## config.mk

```make
export PLATFORM = sky130hd
export DESIGN_NAME = bmf_block_unpack
export DESIGN_NICKNAME = d
export VERILOG_FILES = /design/src/rtl/bmf_block_unpack.sv
export SDC_FILE = /design/constraint.sdc
export NUM_CORES = 1
export LEC_CHECK = 0
export BUFFER_PORTS_ARGS = -buffer_cell sky130_fd_sc_hd__buf_4
export CORE_ASPECT_RATIO = 0.5
export CORE_MARGIN = 3
export CORE_UTILIZATION = 55
export DETAILED_ROUTE_END_ITERATION = 10
export HOLD_SLACK_MARGIN = 0.06
export PLACE_DENSITY = 0.8
export SLEW_MARGIN = 20
export SYNTH_ARGS = -nofsm -noshare
export SYNTH_HDL_FRONTEND = slang
export SYNTH_SLANG_ARGS = --single-unit
```

## constraint.sdc

```tcl
create_clock -name clk -period 3.9 [get_ports clk]
set_input_delay 0.195 -clock clk [delete_from_list [all_inputs] [get_ports clk]]
set_output_delay 0.195 -clock clk [all_outputs]
set_load 0.02 [all_outputs]
```

## src/rtl/bmf_block_unpack.sv

```systemverilog
// rtl/bmf_block_unpack.sv - block-minifloat block to per-element normalized float unpacker
// Optional BMF_UNPACK_BACK2BACK_EN: accept the next block on the last element's handshake.
module bmf_block_unpack #(
  parameter int LENGTH = 4,
  parameter int NEXP   = 4,
  parameter int NMANT  = 4,
  localparam int IW    = (LENGTH > 1) ? $clog2(LENGTH) : 1
) (
  input  logic                    clk,
  input  logic                    rst_n,
  input  logic                    in_valid,
  output logic                    in_ready,
  input  logic [NEXP-1:0]         in_shared_exp,
  input  logic [LENGTH-1:0]       in_sign_array,
  input  logic [LENGTH*NMANT-1:0] in_mant_array,
  output logic                    out_valid,
  input  logic                    out_ready,
  output logic                    out_sign,
  output logic [NEXP-1:0]         out_exp,
  output logic [NMANT-2:0]        out_frac,
  output logic [IW-1:0]           out_idx,
  output logic                    out_last,
  output logic                    out_zero,
  output logic                    out_uflow
);

  localparam logic [IW-1:0] LAST_IDX = IW'(LENGTH - 1);

  typedef enum logic {S_IDLE, S_EMIT} state_t;

  typedef struct packed {
    logic            sign;
    logic [NEXP-1:0] exp;
    logic [NMANT-2:0] frac;
    logic            zero;
    logic            uflow;
  } elem_t;

  // Normalize one aligned mantissa against the shared exponent; exponent 0 encodes zero.
  function automatic elem_t convert(input logic [NEXP-1:0] se, input logic [NMANT-1:0] m,
                                    input logic s);
    elem_t            e;
    int               lz;
    int               ediff;
    logic [NMANT-2:0] sh;
    e      = '0;
    e.sign = s;
    lz     = 0;
    for (int i = 0; i < NMANT; i++) begin
      if (m[i]) lz = NMANT - 1 - i;
    end
    sh    = m[NMANT-2:0] << lz;
    ediff = int'(se) - lz;
    if (m == '0) begin
      e.zero = 1'b1;
    end else if (ediff > 0) begin
      e.exp  = NEXP'(ediff);
      e.frac = sh;
    end else begin
      e.zero  = 1'b1;
      e.uflow = 1'b1;
    end
    return e;
  endfunction

  state_t                    r_state;
  state_t                    w_state_nxt;
  logic                      w_accept;
  logic                      w_out_hs;
  logic [NEXP-1:0]           r_exp;
  logic [LENGTH-1:0]         r_sign;
  logic [LENGTH*NMANT-1:0]   r_mant;
  elem_t                     r_elem;
  logic [IW-1:0]             r_idx;
  logic                      r_last;
  logic [IW-1:0]             w_nidx;
  elem_t                     w_first;
  elem_t                     w_next;

  always_ff @(posedge clk or negedge rst_n) begin
    if (!rst_n) r_state <= S_IDLE;
    else        r_state <= w_state_nxt;
  end

  always_comb begin
    w_state_nxt = r_state;
    in_ready    = 1'b0;
    w_out_hs    = 1'b0;
    case (r_state)
      S_IDLE: begin
        in_ready = rst_n;
        if (in_valid) w_state_nxt = S_EMIT;
      end
      S_EMIT: begin
        w_out_hs = out_ready;
        if (out_ready && r_last) begin
          w_state_nxt = S_IDLE;
`ifdef BMF_UNPACK_BACK2BACK_EN
          in_ready = 1'b1;
          if (in_valid) w_state_nxt = S_EMIT;
`endif
        end
      end
      default: w_state_nxt = S_IDLE;
    endcase
    w_accept = in_valid && in_ready;
  end

  // Element 0 comes straight from the accepted block; later elements from the stored copy.
  assign w_nidx  = r_last ? '0 : r_idx + 1'b1;
  assign w_first = convert(in_shared_exp, in_mant_array[NMANT-1:0], in_sign_array[0]);
  assign w_next  = convert(r_exp, r_mant[w_nidx*NMANT +: NMANT], r_sign[w_nidx]);

  always_ff @(posedge clk or negedge rst_n) begin
    if (!rst_n) begin
      r_exp  <= '0;
      r_sign <= '0;
      r_mant <= '0;
      r_elem <= '0;
      r_idx  <= '0;
      r_last <= 1'b0;
    end else if (w_accept) begin
      r_exp  <= in_shared_exp;
      r_sign <= in_sign_array;
      r_mant <= in_mant_array;
      r_elem <= w_first;
      r_idx  <= '0;
      r_last <= (LENGTH == 1);
    end else if (w_out_hs && !r_last) begin
      r_elem <= w_next;
      r_idx  <= w_nidx;
      r_last <= (w_nidx == LAST_IDX);
    end
  end

  assign out_valid = (r_state == S_EMIT);
  assign out_sign  = r_elem.sign;
  assign out_exp   = r_elem.exp;
  assign out_frac  = r_elem.frac;
  assign out_zero  = r_elem.zero;
  assign out_uflow = r_elem.uflow;
  assign out_idx   = r_idx;
  assign out_last  = r_last;

endmodule

```

==> out/qor.csv, run 1 <==
stage,metric,value,unit
run_status,status,completed,
sta,finalCritPeriodShare,92.3,%
yosys,synth_flop_cell,dfrtp_1,
min_path,hold_path_class,in2reg,
yosys,synth_area_leaders,"dfrtp_1 (44%), nand2_1 (13%), ha_1 (3.5%)",
placement,placed_area,2520,um^2
finish,drive_above_1_share,21.7,%
yosys,synth_fp_nets,282,
cts,htree_num_levels,2,
yosys,synth_top_cell_area_share,44.1,%
cts,clkSinkCount,38,
power,p_int,1.33,mW
critical_path,cp_common_cell,o21a_1,
yosys,synth_edf_count,0,
yosys,syn_inst,246,
floorplanning,die_x,94.5,um
power,p_comb_share,53.6,%
yosys,avgSynthCellArea,8.76,um^2
finish,areaGrowthSynthToFinish,22.6,%
finish,final_cells,341,
critical_path,critPathArrivalTime,3.77,ns
drt,drt-vias-per-instance,5.61,
global_route,grt_pass1_vias,1858,
sta,skew,0.00877,ns
power,pwr-share-clk,14.6,%
sta,hold_ws,0.0768,ns
cts,clkTransAtPathRegs,0.08,ns
drt,ant_nets,0,
yosys,async_reset_ff_share,100,%
sta,finalSetupTns,0,ns
power,power,2.34,mW
critical_path,max_stage_delay,0.39,ns
sta,finalHoldViolCount,0,
critical_path,end_kind,flip-flop,
floorplanning,core-area,3600,um^2
drt,drt_iter0_drc,71,
finish,antenna_cells,0,
placement,place_inst,332,
yosys,synth-seq-cells,38,
drt,num_vias,1912,
floorplanning,initial_utilization,59.8,%
drt,top_layer_used,met4,
sta,drv_slew,0,
critical_path,cp.required,4.07,ns
drt,remaining_drc_errors,0,
global_route,track_usage,24.9,%
sta,tightestPinTransition,0.918,ns
placement,gp_congestion,0.857,
yosys,synth_cell_types,46,
finish,fin_area,2640,um^2
power,swShare,43.0,%
drt,wl_per_cell,15.6,um
critical_path,cp-start-kind,flip-flop,
sta,relSlewSlack,38.6,%
drt,firstDrtPassIters,4,
cts,clk_path_buf_depth,2,
sta,grt_setup_unrepaired,false,
critical_path,path_cells,"buf_4, xnor2_1, nor2_2, mux4_2, o21a_1, nor2_1, ha_1, inv_1, fa_1, xor2_1, nand4_1, o21a_1, and3_1, or3_1",
global_route,grt_max_degree,41,
power,p_seq_share,31.8,%
power,ir_drop,0.425,mV
floorplanning,die_y,50.3,um
power,power_density,884,nW/um^2
yosys,synth_top_cell_by_area,dfrtp_1,
power,p_leak,1.28,nW
critical_path,cp_max_fo,11,
sta,setup_viol,0,
critical_path,critPathKind,reg2reg,
cts,cts_tree,yes,
drt,met1_length,2.41,mm
critical_path,crit_slowest_cell,fa_1,
cts,clockRootBuffer,clkbuf_8,
yosys,synthesis.area,2160,um^2
floorplanning,io-pin-count,43,
sta,fin_crit,3.60,ns
sta,fmax,278,MHz
global_route,grt_pass1_wl,8.96,mm
yosys,ys_seq_area_share,44.1,%
placement,io_buffer_count,42,
yosys,yosysWarnings,0,
global_route,gr-total-overflow,0,
yosys,synth.most_common_cell,nand2_1,
floorplanning,fp-row-count,15,
drt,drt_wl_total,5.31,mm
run,max-cap-violations,0,
drt,dr_wl_met3,387,um
global_route,grt_antenna_before_repair,0,
finish,fin_nets,325,
power,power.net_switching,1.01,mW
placement,dp_hpwl,3.91,mm
cts,insertion_delay,0.30,ns
cts,cts_buffers,5,
floorplanning,die_area,4750,um^2
drt,wl_met2,2.48,mm
cts,cts_setup_buffers,0,
yosys,synth_common_cells,"nand2_1 (72), dfrtp_1 (38), nor2_1 (15), o21ai_0 (12), inv_1 (10)",
[power groups by stage]
stage / clock (mW) / combinational (mW) / sequential [mW]
after floorplan: 0 / 0.831 / 0.764
after detailed placement: 0 / 1.23 / 0.744
after CTS: 0.347 / 1.24 / 0.738
final: 0.341 / 1.25 / 0.743
after global routing: 0.364 / 1.40 / 0.764
after global placement: 0 / 1.19 / 0.736
[metal layers]
layer	vias to the layer above	track usage [%]
li1	936	-
met1	904	34.9
met2	70	38.5
met3	2	6.29
met4	0	7.18
met5	-	0
[sequential cells by signal (all words and copies together) (netlist names)]
register / count
r_mant: 16
out_zero: 1
r_sign: 4
out_valid: 1
out_exp: 4
out_frac: 3
r_exp: 4
out_last: 1
out_uflow: 1
out_idx: 2
out_sign: 1
[worst max-delay path, delay by kind of cell (launching register included)]
family	cells	cell delay, ns
muxes	1	0.37
AOI/OAI and AO/OA	2	0.45
and+or+nand+nor	5	1.04
adders and majority gates	2	0.59
DFF	1	0.38
xor gates and xnor gates	2	0.38
buffers and inverters	2	0.23
[cell usage in the layout (no fill, tap or decap), types with 3 or more instances in the layout]
cell,count
nand2_1,72
buf_4,47
dfrtp_1,38
nor2_1,14
o21ai_0,12
inv_1,10
a21oi_1,9
nor2b_1,6
nor3_1,6
ha_1,6
nor4_1,5
clkbuf_8,5
a22oi_1,4
xnor2_1,3
mux4_2,3
o221ai_1,3
o21a_1,3
or3_1,3
[per-stage QoR]
step | worst slack [ns] | util [%]
floorplan | 0.542 | -
global placement | 0.513 | 69.9
detailed placement | 0.254 | 69.9
CTS | 0.225 | 73.3
global route | 0.0911 | 73.4
finish | 0.301 | 73.4
[kinds of logic after synthesis]
kind of cell               share of synthesized area, %
DFF                                                44.1
AOI/OAI and AO/OA                                  12.7
adders and majority gates                          5.34
xor gates and xnor gates                           2.03
muxes                                              4.64
buffers and inverters                              4.29
and+or+nand+nor                                    26.9
[path summary, 6_finish.rpt]
path / slack [ns] / endpoint / start / depth (start not counted)
max: 0.30 / out_frac[1] / out_idx[0] / 14
min: 0.08 / r_mant[9] / in_mant_array[9] / 3
max reg2reg: 0.30 / out_frac[1] / out_idx[0] / 14
min reg2reg: 0.51 / r_sign[3] / r_sign[3] / 2
max in group asynchronous: 3.14 / out_idx[0] / rst_n / 2
min in group asynchronous: 0.41 / out_uflow / rst_n / 2
[what timing repair did]
| action | 4_1_cts | 5_1_grt |
|---|---|---|
| endpoints found under the hold margin | 38 | 0 |
| gates resized for setup | 0 | 1 |
| hold buffers | 1 | 0 |
| endpoints found under the setup margin | 0 | 1 |
[cell type report]
cell class              instances  area, um^2
flip-flops and latches         38         951
multi-input cells             186        1110
clock buffers                   5        68.8
repair buffers                 48         363
fillers                       284         960
clock inverters                 3        45.0
well taps                      51        63.8
inverters                      10        37.5
Note: power is estimated with default switching activity, not from simulation.
==> run 2, diff against run 1 <==
--- a/config.mk
+++ b/config.mk
@@ -5,13 +5,14 @@
 export SDC_FILE = /design/constraint.sdc
 export NUM_CORES = 1
 export LEC_CHECK = 0
+export ABC_AREA = 1
 export BUFFER_PORTS_ARGS = -buffer_cell sky130_fd_sc_hd__buf_4
 export CORE_ASPECT_RATIO = 0.5
 export CORE_MARGIN = 3
-export CORE_UTILIZATION = 55
+export CORE_UTILIZATION = 50
 export DETAILED_ROUTE_END_ITERATION = 10
 export HOLD_SLACK_MARGIN = 0.06
-export PLACE_DENSITY = 0.8
+export PLACE_DENSITY = 0.73
 export SLEW_MARGIN = 20
 export SYNTH_ARGS = -nofsm -noshare
 export SYNTH_HDL_FRONTEND = slang
==> out/qor.csv, run 2 <==
stage,metric,value,unit,change
run_status,status,completed,,
sta,finalHoldViolCount,0,,unchanged
cts,insertion_delay,0.29,ns,about the same
yosys,synthXorXnorAreaFrac,0,%,-2.0 points
yosys,synth_top_cell_by_area,dfrtp_1,,
finish,largest_register_ffs,16,,unchanged
global_route,grt_pass1_vias,1994,,+7.3%
global_route,grt_antenna_before_repair,0,,unchanged
sta,drv_slew,0,,unchanged
yosys,synth-simple-area-share,33.3,%,+6.4 points
sta,skew,0.00625,ns,-0.00252 ns
yosys,ys_seq_area_share,42.1,%,-2.1 points
power,power.net_switching,1.25,mW,+24%
sta,fmax,305,MHz,+9.7%
yosys,synth_top_cell_area_share,42.1,%,-2.1 points
power,ir_drop,0.372,mV,-12%
global_route,grt_pass1_wl,8.83,mm,-1.5%
critical_path,critPathKind,reg2reg,,
critical_path,max_stage_delay,0.48,ns,+0.09 ns
finish,areaGrowthSynthToFinish,20.8,%,
cts,cts_setup_buffers,0,,unchanged
critical_path,cp_max_fo,14,,+3
placement,gp_congestion,0.851,,-0.68%
floorplanning,die_area,5410,um^2,+14%
global_route,track_usage,21.1,%,-3.8 points
critical_path,cp.required,4.11,ns,+0.04 ns
finish,fin_area,2730,um^2,+3.3%
sta,relSlewSlack,61.4,%,+23 points
cts,clockRootBuffer,clkbuf_8,,
yosys,synth_edf_count,0,,unchanged
drt,num_vias,2120,,+11%
finish,antenna_cells,0,,unchanged
yosys,synth_cell_types,29,,-37%
critical_path,critPathArrivalTime,3.49,ns,-0.28 ns
sta,setup_viol,0,,unchanged
critical_path,cp_common_cell,nand2_1,,
power,p_comb_share,60.3,%,+6.7 points
drt,drt_iter0_drc,93,,+31%
drt,remaining_drc_errors,0,,unchanged
power,p_seq_share,26.7,%,-5.1 points
sta,fin_crit,3.28,ns,-0.319 ns
cts,htree_num_levels,2,,unchanged
yosys,yosysWarnings,0,,unchanged
yosys,synthAdderAreaFrac,5.09,%,-0.25 points
cts,cts_tree,yes,,
placement,place_inst,407,,+23%
yosys,synth_fp_nets,353,,+25%
yosys,synthesis.area,2260,um^2,+4.9%
yosys,synth-compound-area-share,10.5,%,-2.3 points
cts,cts_resized,0,,unchanged
sta,finalCritPeriodShare,84.1,%,-8.2 points
min_path,hold_path_class,in2reg,,
floorplanning,core-area,4120,um^2,+14%
sta,finalSetupTns,0,ns,unchanged
drt,firstDrtPassIters,4,,unchanged
finish,drive_above_1_share,19.9,%,-1.8 points
finish,multi_input_area,1100,um^2,-0.90%
yosys,synth_top_family_by_area,simple AND/OR/NAND/NOR gates,,
yosys,synth_common_cells,"nand2_1 (123), dfrtp_1 (38), inv_1 (37), nor2_1 (27), o21ai_0 (16)",,
yosys,async_reset_ff_share,100,%,unchanged
finish,final_common_cell,nand2_1,,
finish,final_cells,415,,+22%
run,max-cap-violations,0,,unchanged
drt,drt_wl_total,5.24,mm,-1.4%
yosys,avgSynthCellArea,7.13,um^2,-19%
critical_path,cp-start-kind,flip-flop,,
yosys,synth.most_common_cell,nand2_1,,
floorplanning,die_x,101,um,+6.9%
sta,tightestPinTransition,0.578,ns,-0.341 ns
placement,placed_area,2610,um^2,+3.6%
finish,fillers,374,,+32%
critical_path,end_kind,flip-flop,,
power,p_leak,1.51,nW,+18%
finish,regArea,951,um^2,unchanged
placement,io_buffer_count,42,,unchanged
floorplanning,fp-row-count,16,,+1
power,p_int,1.38,mW,+3.8%
sta,grt_setup_unrepaired,false,,
yosys,syn_inst,317,,+29%
finish,regMostFlops,r_mant,,
yosys,synth_flop_cell,dfrtp_1,,
global_route,gr-total-overflow,0,,unchanged
yosys,synth_area_leaders,"dfrtp_1 (42%), nand2_1 (20%), inv_1 (6.1%)",,
cts,clk_path_buf_depth,2,,unchanged
placement,dp_hpwl,4.10,mm,+4.8%
floorplanning,io-pin-count,43,,unchanged
cts,clkTransAtPathRegs,0.07,ns,about the same
critical_path,crit_slowest_cell,nor2_2,,
yosys,muxShareOfSynthArea,0,%,-4.6 points
floorplanning,die_y,53.6,um,+6.5%
floorplanning,initial_utilization,54.8,%,-5.0 points
cts,postCtsHoldBufs,1,,unchanged
drt,wl_per_cell,12.6,um,-19%
global_route,grt_max_degree,40,,-2.4%
critical_path,path_cells,"nor2_2, nand2_1, nand2_1, nand2_1, o21ai_0, nand3_1, nand2_1, ha_1, inv_1, fa_1, or2_2, nand2_1, nor2_1, nand2_1, nand3_1, inv_1, nand3_1, a21oi_1",,
power,pwr-share-clk,12.9,%,-1.7 points
finish,fin_nets,397,,+22%
drt,ant_nets,0,,unchanged
power,swShare,47.5,%,+4.5 points
cts,cts_buffers,5,,unchanged
finish,layout_common_cells,"nand2_1 (123), buf_4 (45), dfrtp_1 (38)",,
cts,clkSinkCount,38,,unchanged
drt,drt-vias-per-instance,5.11,,-8.9%
power,power_density,965,nW/um^2,+9.1%
yosys,synth-seq-cells,38,,unchanged
==> run 2: changes by cell type in the layout (fill, tap and decap cells not counted), sizes merged, moves of 5 or more <==
cell	delta
a31oi	+5
inv	+29
nand2	+59
nand3	+14
nor2	+16
nor2b	-6
nor3	-5
nor4	-5
o21ai	+7
==> run 2: critical path: cells and delay by family, from the launching register on <==
kind,cells,cell delay (ns)
AOI/OAI and AO/OA,2,0.24
adders and majority gates,2,0.50
buffers and inverters,2,0.27
DFF,1,0.45
and+or+nand+nor,12,1.73
==> run 2: kinds of logic after synthesis <==
group / Yosys count
adders and majority gates: 8
DFF: 38
and+or+nand+nor: 182
AOI/OAI and AO/OA: 41
buffers and inverters: 48
==> run 2: area by class of cell <==
| cell class | instances | area share, % |
|---|---|---|
| inverters | 39 | 5.36 |
| flip-flops and latches | 38 | 34.8 |
| repair buffers | 46 | 12.7 |
| clock buffers | 6 | 3.02 |
| clock inverters | 1 | 1.10 |
| multi-input cells | 231 | 40.5 |
| well taps | 54 | 2.47 |
==> run 2: layer usage <==
layer	up-vias	track usage [%]	part of all wire, %
li1	1082	-	-
met1	953	27.4	47
met2	72	35.6	45
met3	13	5.43	6.5
met4	0	6.18	1.1
met5	-	0	0
==> run 2: per-stage QoR <==
stage	setup slack [ns]	hold WS, ns	util [%]	power [mW]
2_1_floorplan	1.10	-0.101	-	1.89
5_1_grt	0.299	0.0960	66.2	2.89
6_report	0.620	0.100	66.2	2.63
4_1_cts	0.671	0.0918	66.2	2.64
3_3_place_gp	0.860	0.189	63.2	2.23
3_5_place_dp	0.696	0.198	63.2	2.29
==> run 2: final timing paths <==
| check | from | to | slack, ns | depth (start not counted) |
|---|---|---|---|---|
| max in group asynchronous | rst_n | r_sign[1] | 3.14 | 2 |
| min in group asynchronous | rst_n | r_exp[3] | 0.41 | 2 |
| worst min register to register | out_zero | out_zero | 0.49 | 2 |
| worst min-delay path | out_ready | out_valid | 0.10 | 2 |
| worst max register to register | out_last | out_exp[2] | 0.62 | 18 |
| worst max-delay path | out_last | out_exp[2] | 0.62 | 18 |
==> run 2: power by group through the flow <==
stage	clock network (mW)	logic, mW	registers (mW)
2_1_floorplan	0	1.12	0.769
3_3_place_gp	0	1.53	0.704
3_5_place_dp	0	1.58	0.714
4_1_cts	0.349	1.58	0.706
5_1_grt	0.368	1.80	0.727
6_report	0.340	1.59	0.705
